--- src/rtl/phy_bringup_ctrl.sv ---
// rtl/phy_bringup_ctrl.sv - RGMII PHY bring-up and supervision sequencer
//
// Waits for both MMCM locks to stay high for LOCK_FILTER_CYCLES cycles in a row.
// It then holds the PHY in hardware reset for RST_HOLD_CYCLES cycles.
// Next it waits SETTLE_CYCLES cycles before enabling the RGMII RX/TX datapaths.
// In RUN it turns PHY interrupt falling edges into single-cycle link events.
//
// Ports:
//   clk125In        in   125 MHz system clock
//   rstBIn          in   asynchronous active-low reset
//   mmcm0LockedIn   in   MMCM0 lock (asynchronous)
//   mmcm1LockedIn   in   MMCM1 lock (asynchronous)
//   intBIn          in   PHY interrupt, active-low (asynchronous)
//   restartIn       in   single-cycle request to re-run the PHY reset sequence
//   phyRstBOut      out  PHY hardware reset, active-low
//   rxEnOut         out  RGMII RX datapath enable
//   txEnOut         out  RGMII TX datapath enable
//   linkEventOut    out  single-cycle pulse per qualified PHY interrupt
//   intCountOut     out  saturating count of link events since reset
//   stateOut        out  0 WAIT_LOCK, 1 PHY_RST, 2 SETTLE, 3 RUN
module phy_bringup_ctrl #(
    parameter int LOCK_FILTER_CYCLES = 16,
    parameter int RST_HOLD_CYCLES    = 1250000,
    parameter int SETTLE_CYCLES      = 6250000,
    parameter int CNT_W              = 24
) (
    input  logic       clk125In,
    input  logic       rstBIn,
    input  logic       mmcm0LockedIn,
    input  logic       mmcm1LockedIn,
    input  logic       intBIn,
    input  logic       restartIn,
    output logic       phyRstBOut,
    output logic       rxEnOut,
    output logic       txEnOut,
    output logic       linkEventOut,
    output logic [7:0] intCountOut,
    output logic [1:0] stateOut
);

    typedef enum logic [1:0] {
        WAIT_LOCK = 2'd0,
        PHY_RST   = 2'd1,
        SETTLE    = 2'd2,
        RUN       = 2'd3
    } state_t;

    localparam logic [CNT_W-1:0] FILT_LAST   = CNT_W'(LOCK_FILTER_CYCLES - 1);
    localparam logic [CNT_W-1:0] RST_LAST    = CNT_W'(RST_HOLD_CYCLES - 1);
    localparam logic [CNT_W-1:0] SETTLE_LAST = CNT_W'(SETTLE_CYCLES - 1);

    state_t           state;
    logic [1:0]       m0_sync;
    logic [1:0]       m1_sync;
    logic [1:0]       int_sync;
    logic [CNT_W-1:0] filt_cnt;
    logic [CNT_W-1:0] timer;
    logic             int_prev;
    logic             lock_ok;
    logic             int_b;

    // The interrupt synchronizer resets high so that the pin reads as idle out of reset.
    always_ff @(posedge clk125In or negedge rstBIn) begin
        if (!rstBIn) begin
            m0_sync  <= 2'b00;
            m1_sync  <= 2'b00;
            int_sync <= 2'b11;
        end else begin
            m0_sync  <= {m0_sync[0], mmcm0LockedIn};
            m1_sync  <= {m1_sync[0], mmcm1LockedIn};
            int_sync <= {int_sync[0], intBIn};
        end
    end

    assign lock_ok  = m0_sync[1] & m1_sync[1];
    assign int_b    = int_sync[1];
    assign stateOut = state;

    always_ff @(posedge clk125In or negedge rstBIn) begin
        if (!rstBIn) begin
            state        <= WAIT_LOCK;
            filt_cnt     <= '0;
            timer        <= '0;
            int_prev     <= 1'b1;
            phyRstBOut   <= 1'b0;
            rxEnOut      <= 1'b0;
            txEnOut      <= 1'b0;
            linkEventOut <= 1'b0;
            intCountOut  <= 8'd0;
        end else begin
            linkEventOut <= 1'b0;
            if (state == WAIT_LOCK) begin
                if (!lock_ok) begin
                    filt_cnt <= '0;
                end else if (filt_cnt == FILT_LAST) begin
                    state    <= PHY_RST;
                    filt_cnt <= '0;
                    timer    <= '0;
                end else begin
                    filt_cnt <= filt_cnt + 1'b1;
                end
            end else if (!lock_ok) begin
                // Lock loss outranks everything else.
                state      <= WAIT_LOCK;
                filt_cnt   <= '0;
                timer      <= '0;
                phyRstBOut <= 1'b0;
                rxEnOut    <= 1'b0;
                txEnOut    <= 1'b0;
            end else if (restartIn && state != PHY_RST) begin
                // A restart during PHY_RST is dropped so that the reset pulse width stays fixed.
                state      <= PHY_RST;
                timer      <= '0;
                phyRstBOut <= 1'b0;
                rxEnOut    <= 1'b0;
                txEnOut    <= 1'b0;
            end else begin
                case (state)
                    PHY_RST: begin
                        if (timer == RST_LAST) begin
                            state      <= SETTLE;
                            timer      <= '0;
                            phyRstBOut <= 1'b1;
                        end else begin
                            timer <= timer + 1'b1;
                        end
                    end
                    SETTLE: begin
                        if (timer == SETTLE_LAST) begin
                            state    <= RUN;
                            timer    <= '0;
                            rxEnOut  <= 1'b1;
                            txEnOut  <= 1'b1;
                            // If the interrupt is already low on entry, it does not count as an edge.
                            int_prev <= int_b;
                        end else begin
                            timer <= timer + 1'b1;
                        end
                    end
                    RUN: begin
                        int_prev <= int_b;
                        if (int_prev && !int_b) begin
                            linkEventOut <= 1'b1;
                            if (intCountOut != 8'hFF) begin
                                intCountOut <= intCountOut + 8'd1;
                            end
                        end
                    end
                    default: begin
                    end
                endcase
            end
        end
    end

endmodule
--- config.mk ---
export PLATFORM = sky130hd
export DESIGN_NAME = phy_bringup_ctrl
export DESIGN_NICKNAME = d
export VERILOG_FILES = /design/src/rtl/phy_bringup_ctrl.sv
export SDC_FILE = /design/constraint.sdc
export NUM_CORES = 1
export LEC_CHECK = 0
export CAP_MARGIN = 30
export CORE_ASPECT_RATIO = 0.8
export CORE_MARGIN = 1.5
export CORE_UTILIZATION = 55
export CTS_BUF_LIST = sky130_fd_sc_hd__clkbuf_2
export CTS_CLUSTER_SIZE = 25
export DETAILED_ROUTE_END_ITERATION = 8
export DONT_BUFFER_PORTS = 1
export PLACE_DENSITY = 0.7
export SYNTH_ARGS = -nofsm -noshare
export SYNTH_HDL_FRONTEND = slang
export SYNTH_SLANG_ARGS = --single-unit
--- constraint.sdc ---
create_clock -name clk125In -period 3.28 [get_ports clk125In]
set_clock_uncertainty 0.15 [all_clocks]
set_input_delay 0.656 -clock clk125In [delete_from_list [all_inputs] [get_ports clk125In]]
set_output_delay 0.656 -clock clk125In [all_outputs]
set_load 0.1 [all_outputs]
==> flow_summary.yaml <==
status:
  status: "complete, no violations"
placement:
  hpwl_microns: 5370
  place_ws_ps: 568
  io_buffers: 0
  gp_congestion: 0.847
floorplan:
  dieHeight_microns: 74.9
  die_w_microns: 92.9
  core_area_sq_um: 6070
  ios: 20
  initial_core_util: 0.586
  dieArea_sq_um: 6960
  std_cell_rows: 25
cts:
  clock_path_buffers: 2
  clk_latency_ps: 530
  ctsResizeCount: 0
  root_buffer: "clkbuf_2"
  cts_hold_buf: 5
  postCtsSetupBuffers: 0
  cts_sinks: 68
  cts_buffers: 9
  cts_tree: "done"
  htree_levels: 3
  path_clk_slew_ps: 210
global_route:
  gr-total-overflow: 0
  grt_max_degree: 69
  antenna_found_initial: 0
  grt_util_all_layers: 0.259
  grt_pass1_vias: 2749
  grt_pass1_wl_microns: 13900
route:
  drcViolationCount: 0
  first_iter_violations: 303
  routed_wl_microns: 8180
  avgRoutedWirePerCell_microns: 17.1
  firstDrtPassIters: 5
  dr_total_vias: 3032
  via_per_inst: 6.36
  antenna_left: 0
synthesis:
  synth_area_sq_um: 3550
  synth_nets: 386
  ys_types: 51
  syn_area_per_cell_sq_um: 9.43
  synth_flop_cell: "dfrtp_1"
  netlist.area_leader.share: 0.458
  ys_async_sr_fraction: 1.00
  ys_seq_area_frac: 0.480
  synthCells: 377
  yosysTopAreaCell: "dfrtp_1"
  netlist_top_cells_area: "dfrtp_1 46%, o21ai_0 6.6%, nand2_1 5.3%, nand3_1 3.8%, o31ai_1 3.0%"
  yosysWarnings: 0
  synth_edf_count: 0
  synth_seq_cells: 68
finish:
  fillers: 500
  multi_input_area_sq_um: 1750
  area_growth_pct: 7.88
  final-seq-area_sq_um: 1710
  drive_above_1_share: 0.121
  nets: 400
  n_antenna_cell: 0
timing:
  rsz0062_at_grt: "no"
  fin_crit_sh: 0.857
  worst_slack_ps: 468
  tns_ps: 0
  drv_slew: 0
  hold_viol_final: 0
  finalCriticalPeriod_ps: 2810
  relSlewSlack: 0.362
  setup_viol: 0
  tightest_slew_ps: 956
  fmax_mhz: 356
worst_setup_path:
  r2r_start: "timer[0]$_DFFE_PN0P_"
  crit_path_start_kind: "register"
  crit_type: "reg -> reg"
  critPathSlowestCell: "or3_1"
  cp_cell_sequence: "ha_1, and4b_1, nand4_1, nor4_2, or3_1, nor2_2, a22o_1"
  reg2reg_slack_ps: 470
  reg2reg_depth: 7
  critPathMaxFanout: 15
  max_stage_delay_ps: 540
  cp_data_arrival_time_ps: 3090
  r2r-end: "timer[6]$_DFFE_PN0P_"
  endpoint_kind: "register"
  cp.required_ps: 3560
flow_run:
  cap_violations: 0
hold_path:
  hold_start: "m0_sync[0]$_DFF_PN0_"
  hold_path_depth: 0
  worstHoldPathType: "reg -> reg"
  hold_end: "m0_sync[1]$_DFF_PN0_"
power:
  leakage_nw: 1.60
  powerDensity_nw_per_um2: 344
  vdd_drop_max_mv: 0.294
[where the power goes]
part	internal [W]	leakage (nW)	switching, W
combinational	0.0000149	0.625	0.0000323
clock	0.0000948	0.0574	0.000322
sequential	0.000846	0.923	0.00000877
[cell type report]
class | instances | share of cell area
Clock inverter | 7 | 0.0114
Clock buffer | 9 | 0.0117
Sequential cell | 68 | 0.445
Timing Repair Buffer | 20 | 0.0470
Multi-Input combinational cell | 291 | 0.457
Tap cell | 81 | 0.0264
Inverter | 1 | 0.000979
[sequential cells by signal, summed over array words and instances, names as in the netlist]
signal	cells
int_sync	2
timer	24
linkEventOut	1
m1_sync	2
stateOut	2
int_prev	1
txEnOut	1
filt_cnt	24
m0_sync	2
phyRstBOut	1
intCountOut	8
[cells in the final DEF, fill, tap and decap left out, drive strengths merged, types with 2 or more instances in the layout]
cell         count
nand4           14
a21o             5
nand2           52
clkinv           5
mux2             2
clkinvlp         2
and3            14
nand2b           2
xnor2            5
a31oi            9
o31ai           14
xor2             2
dlygate4sd3      4
a22o             8
nor4             9
o21ai           48
nand3           27
clkbuf           9
and2             5
dfstp            3
a21oi           10
ha               3
o41ai            4
or3              3
nor3             5
nor2            18
and4b            2
a2bb2oi         10
and4             5
dfrtp           65
o311ai           3
buf             16
[cells by family after synthesis]
family	after synthesis	share of synthesized area
simple gates	163	0.246
compound gates	116	0.213
mux	2	0.00634
flops	68	0.480
buf+inv	18	0.0268
fa+ha+maj	3	0.0106
xor+xnor	7	0.0172
[synthesized netlist by cell type, types with 3 or more instances]
cell       count
clkbuf_1       7
o41ai_1        4
nor4_2         3
ha_1           3
dfstp_2        3
xnor2_1        5
and2_1         4
buf_4          4
nand3_1       27
dfrtp_1       65
and4_1         5
o21ai_0       47
o311ai_0       3
a22o_1         8
nand4_1       14
a2bb2oi_1     10
nand2_1       50
a21o_1         5
a31oi_1        9
and3_1        14
or3_1          3
a21oi_1       10
nor4_1         6
o31ai_1       14
buf_2          4
nor2_1        16
nor3_1         5
[per-layer routing]
metal,share of wire,global-route usage,up-vias
li1,-,-,1466
met1,0.52,0.409,1424
met2,0.39,0.333,134
met3,0.082,0.0778,8
met4,0.0086,0.0859,0
met5,0,0,-
[stage by stage]
step | hold WS (ps) | power (W) | cell area, sq um | instances | utilization
6_report | 224 | 0.00132 | 3830 | 477 | 0.632
5_1_grt | 233 | 0.00137 | 3830 | 477 | 0.632
4_1_cts | 224 | 0.00133 | 3830 | 477 | 0.632
3_5_place_dp | 185 | 0.000892 | 3680 | 456 | 0.606
3_3_place_gp | 189 | 0.000892 | 3680 | 456 | 0.606
2_1_floorplan | 181 | 0.000886 | 3550 | 377 | -
[worst max-delay path, delay by kind of cell (launching register included)]
family,cells,cell delay [ps]
adder cells (fa/ha/maj),1,240
AO/OA/AOI/OAI,1,250
flip-flops,1,460
AND/OR/NAND/NOR,5,1610
[how the worst max path moves through the flow]
stage / start / end / cells after the start
final: timer[0]$_DFFE_PN0P_ / timer[6]$_DFFE_PN0P_ / 7
after global routing: stateOut[0]$_DFFE_PN0P_ / timer[6]$_DFFE_PN0P_ / 6
after CTS: timer[0]$_DFFE_PN0P_ / timer[6]$_DFFE_PN0P_ / 7
after detailed placement: timer[0]$_DFFE_PN0P_ / timer[3]$_DFFE_PN0P_ / 7
after global placement: timer[0]$_DFFE_PN0P_ / timer[3]$_DFFE_PN0P_ / 7
after floorplan: stateOut[0]$_DFFE_PN0P_ / timer[7]$_DFFE_PN0P_ / 7
Note: power is estimated with default switching activity, not from simulation.
